`src/rtl/gpu_pkg.sv`:
```
// rtl/gpu_pkg.sv - shared types and VGA 640x480@60 timing constants for the scanout path
//
// Purpose : pixel type, default raster timing and swap-FSM state encoding used by
//           vga_timing and fb_scanout.
// Ports   : none (package).
package gpu_pkg;

  typedef struct packed {
    logic [2:0] r;
    logic [2:0] g;
    logic [2:0] b;
  } rgb9_t;

  localparam int H_ACTIVE = 640;
  localparam int H_FRONT  = 16;
  localparam int H_SYNC_W = 96;
  localparam int H_BACK   = 48;
  localparam int H_TOTAL  = H_ACTIVE + H_FRONT + H_SYNC_W + H_BACK;

  localparam int V_ACTIVE = 480;
  localparam int V_FRONT  = 10;
  localparam int V_SYNC_W = 2;
  localparam int V_BACK   = 33;
  localparam int V_TOTAL  = V_ACTIVE + V_FRONT + V_SYNC_W + V_BACK;

  typedef enum logic [1:0] {
    SHOW = 2'd0,
    PEND = 2'd1,
    FLIP = 2'd2
  } swap_state_e;

endpackage

```
`src/rtl/vga_timing.sv`:
```
// rtl/vga_timing.sv - horizontal/vertical raster counters and raw sync generation
//
// Purpose : free-running h/v counters for the display raster.
// Ports   : clk, reset (sync, active-high)
//           h_cnt, v_cnt      current raster position
//           hs_n, vs_n        undelayed active-low syncs
//           active            position lies in the visible area
//           line_end          last cycle of a line (h_cnt wraps next cycle)
//           frame_end         last cycle of a frame
//           vblank_start      first cycle of the first blank line
module vga_timing
  import gpu_pkg::*;
#(
  parameter int H_ACT = H_ACTIVE,
  parameter int H_FP  = H_FRONT,
  parameter int H_SW  = H_SYNC_W,
  parameter int H_BP  = H_BACK,
  parameter int V_ACT = V_ACTIVE,
  parameter int V_FP  = V_FRONT,
  parameter int V_SW  = V_SYNC_W,
  parameter int V_BP  = V_BACK
) (
  input  logic       clk,
  input  logic       reset,
  output logic [9:0] h_cnt,
  output logic [9:0] v_cnt,
  output logic       hs_n,
  output logic       vs_n,
  output logic       active,
  output logic       line_end,
  output logic       frame_end,
  output logic       vblank_start
);

  localparam logic [9:0] H_LAST = 10'(H_ACT + H_FP + H_SW + H_BP - 1);
  localparam logic [9:0] V_LAST = 10'(V_ACT + V_FP + V_SW + V_BP - 1);
  localparam logic [9:0] H_A    = 10'(H_ACT);
  localparam logic [9:0] V_A    = 10'(V_ACT);
  localparam logic [9:0] HS_BEG = 10'(H_ACT + H_FP);
  localparam logic [9:0] HS_END = 10'(H_ACT + H_FP + H_SW);
  localparam logic [9:0] VS_BEG = 10'(V_ACT + V_FP);
  localparam logic [9:0] VS_END = 10'(V_ACT + V_FP + V_SW);

  always_ff @(posedge clk) begin
    if (reset) begin
      h_cnt <= '0;
      v_cnt <= '0;
    end else if (line_end) begin
      h_cnt <= '0;
      v_cnt <= (v_cnt == V_LAST) ? '0 : v_cnt + 10'd1;
    end else begin
      h_cnt <= h_cnt + 10'd1;
    end
  end

  assign line_end     = (h_cnt == H_LAST);
  assign frame_end    = line_end && (v_cnt == V_LAST);
  assign hs_n         = !((h_cnt >= HS_BEG) && (h_cnt < HS_END));
  assign vs_n         = !((v_cnt >= VS_BEG) && (v_cnt < VS_END));
  assign active       = (h_cnt < H_A) && (v_cnt < V_A);
  assign vblank_start = (v_cnt == V_A) && (h_cnt == 10'd0);

endmodule

```
`src/rtl/fb_scanout.sv`:
```
// rtl/fb_scanout.sv - frame-buffer reader, double-buffer swap control and VGA output
//
// Purpose : reads RGB333 pixels from the front buffer in raster order and drives
//           VGA colour/sync; flips front/back buffers at vblank once the writer
//           reports a finished frame and the current front has been shown for at
//           least FRAME_HOLD frames.
// Ports   : clk, reset (sync, active-high)
//           frame_done  in   writer's "back buffer drawn" level
//           swap_ack    out  one-cycle pulse in the cycle the buffers flip
//           back_sel    out  buffer the writer may draw into
//           rd_buf      out  buffer being read
//           rd_addr     out  pixel index y*FB_W+x, data returns next cycle
//           rd_data     in   RGB333 pixel for last cycle's rd_addr
//           vga_r/g/b, vga_hs_n, vga_vs_n, vga_de  display outputs
// Options : FB_PIXEL_DOUBLE_EN - each buffer pixel covers 2x2 screen pixels.
module fb_scanout
  import gpu_pkg::*;
#(
  parameter int FB_W       = 320,
  parameter int FB_H       = 240,
  parameter int FRAME_HOLD = 1,
  parameter int H_ACT      = H_ACTIVE,
  parameter int H_FP       = H_FRONT,
  parameter int H_SW       = H_SYNC_W,
  parameter int H_BP       = H_BACK,
  parameter int V_ACT      = V_ACTIVE,
  parameter int V_FP       = V_FRONT,
  parameter int V_SW       = V_SYNC_W,
  parameter int V_BP       = V_BACK,
  localparam int AW        = $clog2(FB_W * FB_H)
) (
  input  logic          clk,
  input  logic          reset,
  input  logic          frame_done,
  output logic          swap_ack,
  output logic          back_sel,
  output logic          rd_buf,
  output logic [AW-1:0] rd_addr,
  input  logic [8:0]    rd_data,
  output logic [2:0]    vga_r,
  output logic [2:0]    vga_g,
  output logic [2:0]    vga_b,
  output logic          vga_hs_n,
  output logic          vga_vs_n,
  output logic          vga_de
);

  localparam logic [9:0]    FB_W_C    = 10'(FB_W);
  localparam logic [9:0]    FB_H_C    = 10'(FB_H);
  localparam logic [AW-1:0] ROW_STEP  = AW'(FB_W);
  localparam logic [AW-1:0] LAST_BASE = AW'((FB_H - 1) * FB_W);
  localparam logic [3:0]    HOLD_MAX  = 4'(FRAME_HOLD);

  logic [9:0] h_cnt, v_cnt;
  logic       hs_raw_n, vs_raw_n, active, line_end, frame_end, vblank_start;

  vga_timing #(
    .H_ACT(H_ACT), .H_FP(H_FP), .H_SW(H_SW), .H_BP(H_BP),
    .V_ACT(V_ACT), .V_FP(V_FP), .V_SW(V_SW), .V_BP(V_BP)
  ) u_timing (
    .clk          (clk),
    .reset        (reset),
    .h_cnt        (h_cnt),
    .v_cnt        (v_cnt),
    .hs_n         (hs_raw_n),
    .vs_n         (vs_raw_n),
    .active       (active),
    .line_end     (line_end),
    .frame_end    (frame_end),
    .vblank_start (vblank_start)
  );

  // ---------------- address generation (stage 0) ----------------
  logic [9:0]    fb_x, fb_y;
  logic          row_adv;
  logic          in_region;
  logic [AW-1:0] row_base, addr_hold;

`ifdef FB_PIXEL_DOUBLE_EN
  assign fb_x    = h_cnt >> 1;
  assign fb_y    = v_cnt >> 1;
  assign row_adv = v_cnt[0];      // each buffer row is shown on two lines
`else
  assign fb_x    = h_cnt;
  assign fb_y    = v_cnt;
  assign row_adv = 1'b1;
`endif

  assign in_region = active && (fb_x < FB_W_C) && (fb_y < FB_H_C);

  // Row base stops at the last buffer row so it never runs past the buffer on
  // lines below the picture; it is rebased at every frame wrap.
  always_ff @(posedge clk) begin
    if (reset) begin
      row_base <= '0;
    end else if (frame_end) begin
      row_base <= '0;
    end else if (line_end && row_adv && (row_base != LAST_BASE)) begin
      row_base <= row_base + ROW_STEP;
    end
  end

  // Outside the picture the address parks on the last fetched pixel.
  assign rd_addr = in_region ? (row_base + AW'(fb_x)) : addr_hold;

  always_ff @(posedge clk) begin
    if (reset) addr_hold <= '0;
    else       addr_hold <= rd_addr;
  end

  // ---------------- swap FSM ----------------
  swap_state_e state, state_nxt;
  logic [3:0]  hold_cnt;
  logic        front_sel;
  logic        hold_ok;

  // The frame ending at this vblank counts toward the hold, so the check uses
  // the post-increment count.
  assign hold_ok = ({1'b0, hold_cnt} + 5'd1) >= 5'(FRAME_HOLD);

  always_comb begin
    state_nxt = state;
    swap_ack  = 1'b0;
    case (state)
      SHOW: if (frame_done) state_nxt = (vblank_start && hold_ok) ? FLIP : PEND;
      PEND: if (vblank_start && hold_ok) state_nxt = FLIP;
      FLIP: begin
        swap_ack  = 1'b1;
        state_nxt = SHOW;
      end
      default: state_nxt = SHOW;
    endcase
  end

  always_ff @(posedge clk) begin
    if (reset) begin
      state     <= SHOW;
      hold_cnt  <= '0;
      front_sel <= 1'b0;
    end else begin
      state <= state_nxt;
      if (state == FLIP)
        hold_cnt <= '0;
      else if (vblank_start && (hold_cnt != HOLD_MAX))
        hold_cnt <= hold_cnt + 4'd1;
      // Toggling on entry makes the new front visible in the swap_ack cycle.
      if (state_nxt == FLIP)
        front_sel <= ~front_sel;
    end
  end

  assign rd_buf   = front_sel;
  assign back_sel = ~front_sel;

  // ---------------- output pipeline (stages 1 and 2) ----------------
  logic  de_d1, hs_d1, vs_d1, reg_d1;
  rgb9_t pix;

  assign pix = rd_data;

  always_ff @(posedge clk) begin
    if (reset) begin
      de_d1    <= 1'b0;
      hs_d1    <= 1'b1;
      vs_d1    <= 1'b1;
      reg_d1   <= 1'b0;
      vga_de   <= 1'b0;
      vga_hs_n <= 1'b1;
      vga_vs_n <= 1'b1;
      vga_r    <= '0;
      vga_g    <= '0;
      vga_b    <= '0;
    end else begin
      de_d1    <= active;
      hs_d1    <= hs_raw_n;
      vs_d1    <= vs_raw_n;
      reg_d1   <= in_region;
      vga_de   <= de_d1;
      vga_hs_n <= hs_d1;
      vga_vs_n <= vs_d1;
      vga_r    <= reg_d1 ? pix.r : 3'd0;
      vga_g    <= reg_d1 ? pix.g : 3'd0;
      vga_b    <= reg_d1 ? pix.b : 3'd0;
    end
  end

endmodule

```
`config.mk`:
```
export PLATFORM = sky130hd
export DESIGN_NAME = fb_scanout
export DESIGN_NICKNAME = d
export VERILOG_FILES = /design/src/rtl/gpu_pkg.sv /design/src/rtl/vga_timing.sv /design/src/rtl/fb_scanout.sv
export SDC_FILE = /design/constraint.sdc
export NUM_CORES = 1
export LEC_CHECK = 0
export CORE_ASPECT_RATIO = 1.1
export CORE_MARGIN = 4
export CORE_UTILIZATION = 40
export CTS_BUF_LIST = sky130_fd_sc_hd__clkbuf_4 sky130_fd_sc_hd__clkbuf_8
export DETAILED_ROUTE_END_ITERATION = 16
export RECOVER_POWER = 50
export SLEW_MARGIN = 10
export SYNTH_ARGS = -nofsm -noshare
export SYNTH_HDL_FRONTEND = slang
export SYNTH_SLANG_ARGS = --single-unit
export TNS_END_PERCENT = 5
```
`constraint.sdc`:
```
create_clock -name clk -period 2.9 [get_ports clk]
set_clock_uncertainty 0.2 [all_clocks]
set_input_delay 0.29 -clock clk [delete_from_list [all_inputs] [get_ports clk]]
set_output_delay 0.29 -clock clk [all_outputs]
set_load 0.02 [all_outputs]
```
# Word-level counts from Yosys, hierarchy flattened
# Cells that the tools add are included.
dict set report totals {
  regBits 77
  latchBits 0
  mem_bits_rw 0
  mem_bits_ro 0
  input_bits 12
  out_inout_bits 32
  memories 0
}
dict set report op_classes {
  n_addsub 6
  n_mul 0
  div 0
  magnitude_cmp 9
  n_eq_ne 8
  shifts 0
  n_mux 7
  bitwise_logic 2
  reduce_logical 18
}
# op count
set op_table {}
lappend op_table {{< comparator 10 x 9 -> 1 bit (second input constant)} 3}
lappend op_table {{adder 10 x 1 -> 10 bit (second input constant)} 2}
lappend op_table {{equality test 10 bit (second input constant)} 2}
lappend op_table {{< comparator 10 bit (second input constant)} 2}
lappend op_table {{adder 17 x 10 -> 17 bit} 1}
lappend op_table {{adder 17 x 9 -> 17 bit (second input constant)} 1}
lappend op_table {{two-way mux 17 bit} 1}
lappend op_table {{inequality test 17 bit (second input constant)} 1}
lappend op_table {{equality test 10 x 9 -> 1 bit (second input constant)} 1}
lappend op_table {{greater-or-equal comparator 10 bit (second input constant)} 1}
lappend op_table {{greater-or-equal comparator 10 x 9 -> 1 bit (second input constant)} 1}
lappend op_table {{logical AND 1 bit} 10}
lappend op_table {{zero test 10 bit} 1}
lappend op_table {{< comparator 10 x 8 -> 1 bit (second input constant)} 1}
lappend op_table {{two-way mux 10 bit} 1}
lappend op_table {{OR reduction 2 bit} 4}
lappend op_table {{two-way mux 2 bit} 3}
lappend op_table {{adder 4 x 1 -> 5 bit (second input constant)} 1}
lappend op_table {{greater-or-equal comparator 5 x 1 -> 1 bit (second input constant)} 1}
lappend op_table {{adder 4 x 1 -> 4 bit (second input constant)} 1}
lappend op_table {{equality test 2 bit (second input constant)} 2}
lappend op_table {{inequality test 4 x 1 -> 1 bit (second input constant)} 1}
lappend op_table {{one-hot mux 2 bit (2 select lines)} 1}
lappend op_table {{equality test 2 x 1 -> 1 bit (second input constant)} 1}
lappend op_table {{other kinds (4)} 6}

# Depth between registers and ports, before layout
dict set report depth {
  ltp_word 7
  ltp_mapped 7
  depth_no_buf 7
}

# Modules after synthesis
# A second synthesis with hierarchy kept.
dict set report unflattened {
  cells_unflattened 373
  area_unflattened_um2 3309.4
}
# mod n_inst cells_each area_each_um2 seq_area_each_um2
set modules_own_cells {}
lappend modules_own_cells {fb_scanout 1 250 2244.7 1021.0}
lappend modules_own_cells {vga_timing 1 123 1064.8 400.4}

# Least setup slack after synthesis
# Ideal clock, no wire load.
dict set report synth_path {
  path_kind {register to output}
  start {register u_timing.h_cnt[7]}
  end {output rd_addr[10]}
  t_arrival_ps 2055
  t_required_ps 2410
  slack_ps 355
  stages_incl_launch_ff 8
  n_path_buf 1
  cell_sequence {dfxtp_1 > buf_4 > inv_1 > fa_1 > nand2b_1 > a21boi_0 > nor3_1 > o31ai_1}
}
dict set report synth_between {
  elab_chain_len 5
  word_cells_on_any_way 7
  cone_classes {1 x add/sub; 2 x order compare; 1 x mux; 3 x reduce/logical}
}
# item line_no
set synth_rtl {}
lappend synth_rtl {{from (decl)} vga_timing.sv:25} ;# output logic [9:0] h_cnt,
lappend synth_rtl {{from (signal assigned)} vga_timing.sv:52} ;# h_cnt <= h_cnt + 10'd1;
lappend synth_rtl {{< comparator 10 bit} vga_timing.sv:60} ;# assign active = (h_cnt < H_A) && (v_cnt < V_A);
lappend synth_rtl {{logical AND 1 bit} vga_timing.sv:60}
lappend synth_rtl {{logical AND 1 bit (2 in a row)} fb_scanout.sv:89} ;# assign in_region = active && (fb_x < FB_W_C) && (fb_y < FB_H_C);
lappend synth_rtl {{two-way mux 17 bit *} fb_scanout.sv:104} ;# assign rd_addr = in_region ? (row_base + AW'(fb_x)) : addr_hold;
lappend synth_rtl {{to (decl)} fb_scanout.sv:38} ;# output logic [AW-1:0] rd_addr,
# Every way passes the cells marked *; elsewhere a longest branch is shown, timed or not.

# Worst setup path after layout
dict set report layout_path {
  start {register u_timing.h_cnt[8]}
  end {output rd_addr[7]}
}
dict set report layout_between {
  elab_chain_len 5
  word_cells_on_any_way 6
  cone_classes {2 x order compare; 1 x mux; 3 x reduce/logical}
}
# item line_no
set layout_rtl {}
lappend layout_rtl {{< comparator 10 bit} vga_timing.sv:60}
lappend layout_rtl {{logical AND 1 bit} vga_timing.sv:60}
lappend layout_rtl {{logical AND 1 bit * (2 in a row)} fb_scanout.sv:89}
lappend layout_rtl {{two-way mux 17 bit *} fb_scanout.sv:104}
# Marks and branches as above.

==> flow_metrics.tcl <==
set metrics [dict create \
    synth_top_family_by_area "simple AND/OR/NAND/NOR gates" \
    hp-class "register to register" \
    vdd_drop_max_mv 0.190 \
    ys_top_cells_by_area "dfxtp_1 40%, ha_1 4.3%, nor2_1 3.7%" \
    synth_mux_area_frac 0.0401 \
    finalSetupTns_ps 0 \
    cp.required_ps 2410 \
    min_period_over_period 0.954 \
    vias_per_cell 5.30 \
    area_growth_pct 22.9 \
    antenna_left 0 \
    rsz0062_at_grt "no" \
    vias 2979 \
    slew_headroom 0.605 \
    synth_top_flop_cell "dfxtp_1" \
    grt_use_total 0.158 \
    crit_fanout 16 \
    period_needed_ps 2770 \
    root_buffer "clkbuf_8" \
    cts_hold_buf 0 \
    synth-simple-area-share 0.287 \
    drv_cap 0 \
    antenna_found_initial 0 \
    grt_pass1_vias 2943 \
    clock-sinks 71 \
    setup_viol 0 \
    synth_compound_area_frac 0.123 \
    avgSynthCellArea_um2 8.84 \
    hold_violations 0 \
    synth_cell_types 52 \
    chipWidth_um 97.5 \
    antenna_cells 0 \
    synth_warnings 0 \
    drt_iter0_drc 113 \
    report.final.slew_viol_count 0 \
    place_congestion 0.788 \
    yosysMostFrequentCell "dfxtp_1" \
    die_h_um 106 \
    hpwl_um 5560 \
    totalWireLength_um 7790 \
    drive_above_1_share 0.137 \
    synth_xor_xnor_area_share 0.0472 \
    design.die.area_mm2 0.0104 \
    cts_buffers 9 \
    critPathLaunchType "register" \
    pin_count 44 \
    grt_max_degree 19 \
    cts_tree "done" \
    synth-seq-cells 71 \
    synth_cells 399 \
    leakagePower_nw 1.75 \
    synth_commonest_cells "71 x dfxtp_1, 35 x nor2_1, 24 x a21oi_1, 22 x nand2_1, 20 x and2_1" \
    synth_edf_count 0 \
    whs_ps 215 \
    tightestPinTransition_ps 592 \
    drt-wirelength-per-cell_um 13.9 \
    clkLatencyLatePin_ps 350 \
    synthAdderAreaFrac 0.0483 \
    async_reset_ff_frac 0 \
    fill_cells 818 \
    portBuffers 43 \
    synth_top_area_frac 0.403 \
    path_clk_slew_ps 80 \
    synth_top_area_cell "dfxtp_1" \
    synth_nets 424 \
    grt_pass1_wl_um 13600 \
    pwr_density_cell_mw_per_mm2 457 \
    initial_core_util 0.415 \
    rows 35 \
    clockBufferDepth 2 \
    overflow 0 \
    cp.arrival_ps 2280 \
    seq_area_frac_synth 0.403 \
    htreeDepth 3 \
    fp.coreArea_mm2 0.00850 \
    drc 0 \
    final_nets 471 \
    synthesis.area_mm2 0.00353 \
    outcome "completed" \
    dr.pass1.iters 4 \
    setup.worst_path.class "register to primary output" \
    end_kind "primary output" \
    fmax_mhz 361 \
]
sequential cells by signal, indices dropped and copies added, names as in the netlist, 3 cells and up:
signal	count
row_base	11
u_timing.h_cnt	10
u_timing.v_cnt	10
vga_b	3
addr_hold	17
hold_cnt	4
vga_r	3
vga_g	3
through the flow:
stage	total power, W	cell area (um2)	setup slack (ps)	std cells	util
after floorplan	0.00107	3530	355	399	-
after global placement	0.00112	4100	64.2	546	0.483
after detailed placement	0.00112	4100	40.3	546	0.483
after CTS	0.00202	4330	5.17	562	0.509
after global routing	0.00206	4330	29.2	562	0.510
final	0.00198	4330	133	562	0.510
cell families (layout without fill, tap and decap cells):
logic type | count (synthesis) | count (layout)
and+or+nand+nor | 175 | 175
DFF | 71 | 71
AOI/OAI and AO/OA | 68 | 68
buffers and inverters | 40 | 92
xor gates and xnor gates | 19 | 19
adders and majority gates | 13 | 13
muxes | 13 | 13
where the power goes:
group | internal, W | switching [W] | leakage, nW
logic | 0.0000454 | 0.0000482 | 1.06
clock network | 0.000500 | 0.000393 | 0.110
registers | 0.000988 | 0.00000762 | 0.576
total | 0.00153 | 0.000449 | 1.75
path summary, 6_finish.rpt:
kind                                        start            to  slack (ps)  cells after the start
worst max-delay path            u_timing.h_cnt[8]    rd_addr[7]         130                      7
worst min-delay path                        vs_d1      vga_vs_n         210                      1
worst max register to register  u_timing.h_cnt[0]  row_base[10]         480                      6
worst min register to register              vs_d1      vga_vs_n         210                      1
cells in the final DEF, fill, tap and decap left out, types with 6 or more instances in the layout:
master	synthesis	final
a21oi_1	24	23
dlymetal6s2s_1	0	6
dlygate4sd3_1	0	16
xnor2_1	11	11
nand4_1	18	18
clkbuf_8	0	9
inv_1	16	16
dfxtp_1	71	70
ha_1	12	12
clkdlybuf4s50_1	0	11
nor2_1	35	35
nor3_1	13	13
o21ai_0	11	10
nand3_1	14	15
or4_1	6	6
nand2_1	22	22
and2_1	20	16
o31ai_1	8	8
xor2_1	8	8
mux2_2	9	8
buf_4	1	14
critical path, stage by stage, from the launching register on:
cell and delay, ps:
dfxtp_1 360, buf_4 230, o21ai_1 110, nand3_1 240, buf_6 230, nand2_1 90
nand2_1 70, clkdlybuf4s50_1 600
cell type report:
| cell class | count | area, um2 | share of cell area |
|---|---|---|---|
| clock buffers | 10 | 131 | 0.0303 |
| flip-flops and latches | 71 | 1420 | 0.328 |
| clock inverters | 6 | 93.8 | 0.0217 |
| well taps | 111 | 139 | 0.0321 |
| multi-input cells | 288 | 1960 | 0.451 |
| inverters | 16 | 60.1 | 0.0139 |
| repair buffers | 60 | 531 | 0.122 |
repair_timing:
action                                  4_1_cts  5_1_grt
endpoints found under the setup margin       16       13
gates resized for setup                      20       27
pin swaps                                     2        2
endpoints found under the hold margin         0        0
buffers inserted                              0        0
gates cloned                                  0        0
layer usage:
layer | track usage | up-vias | wire (um)
met5 | 0 | - | 0
met4 | 0.0593 | 0 | 113
met3 | 0.0328 | 9 | 311
met2 | 0.275 | 58 | 3700
met1 | 0.192 | 1389 | 3660
li1 | - | 1523 | -
No activity file was read; power rests on OpenSTA's default activity.
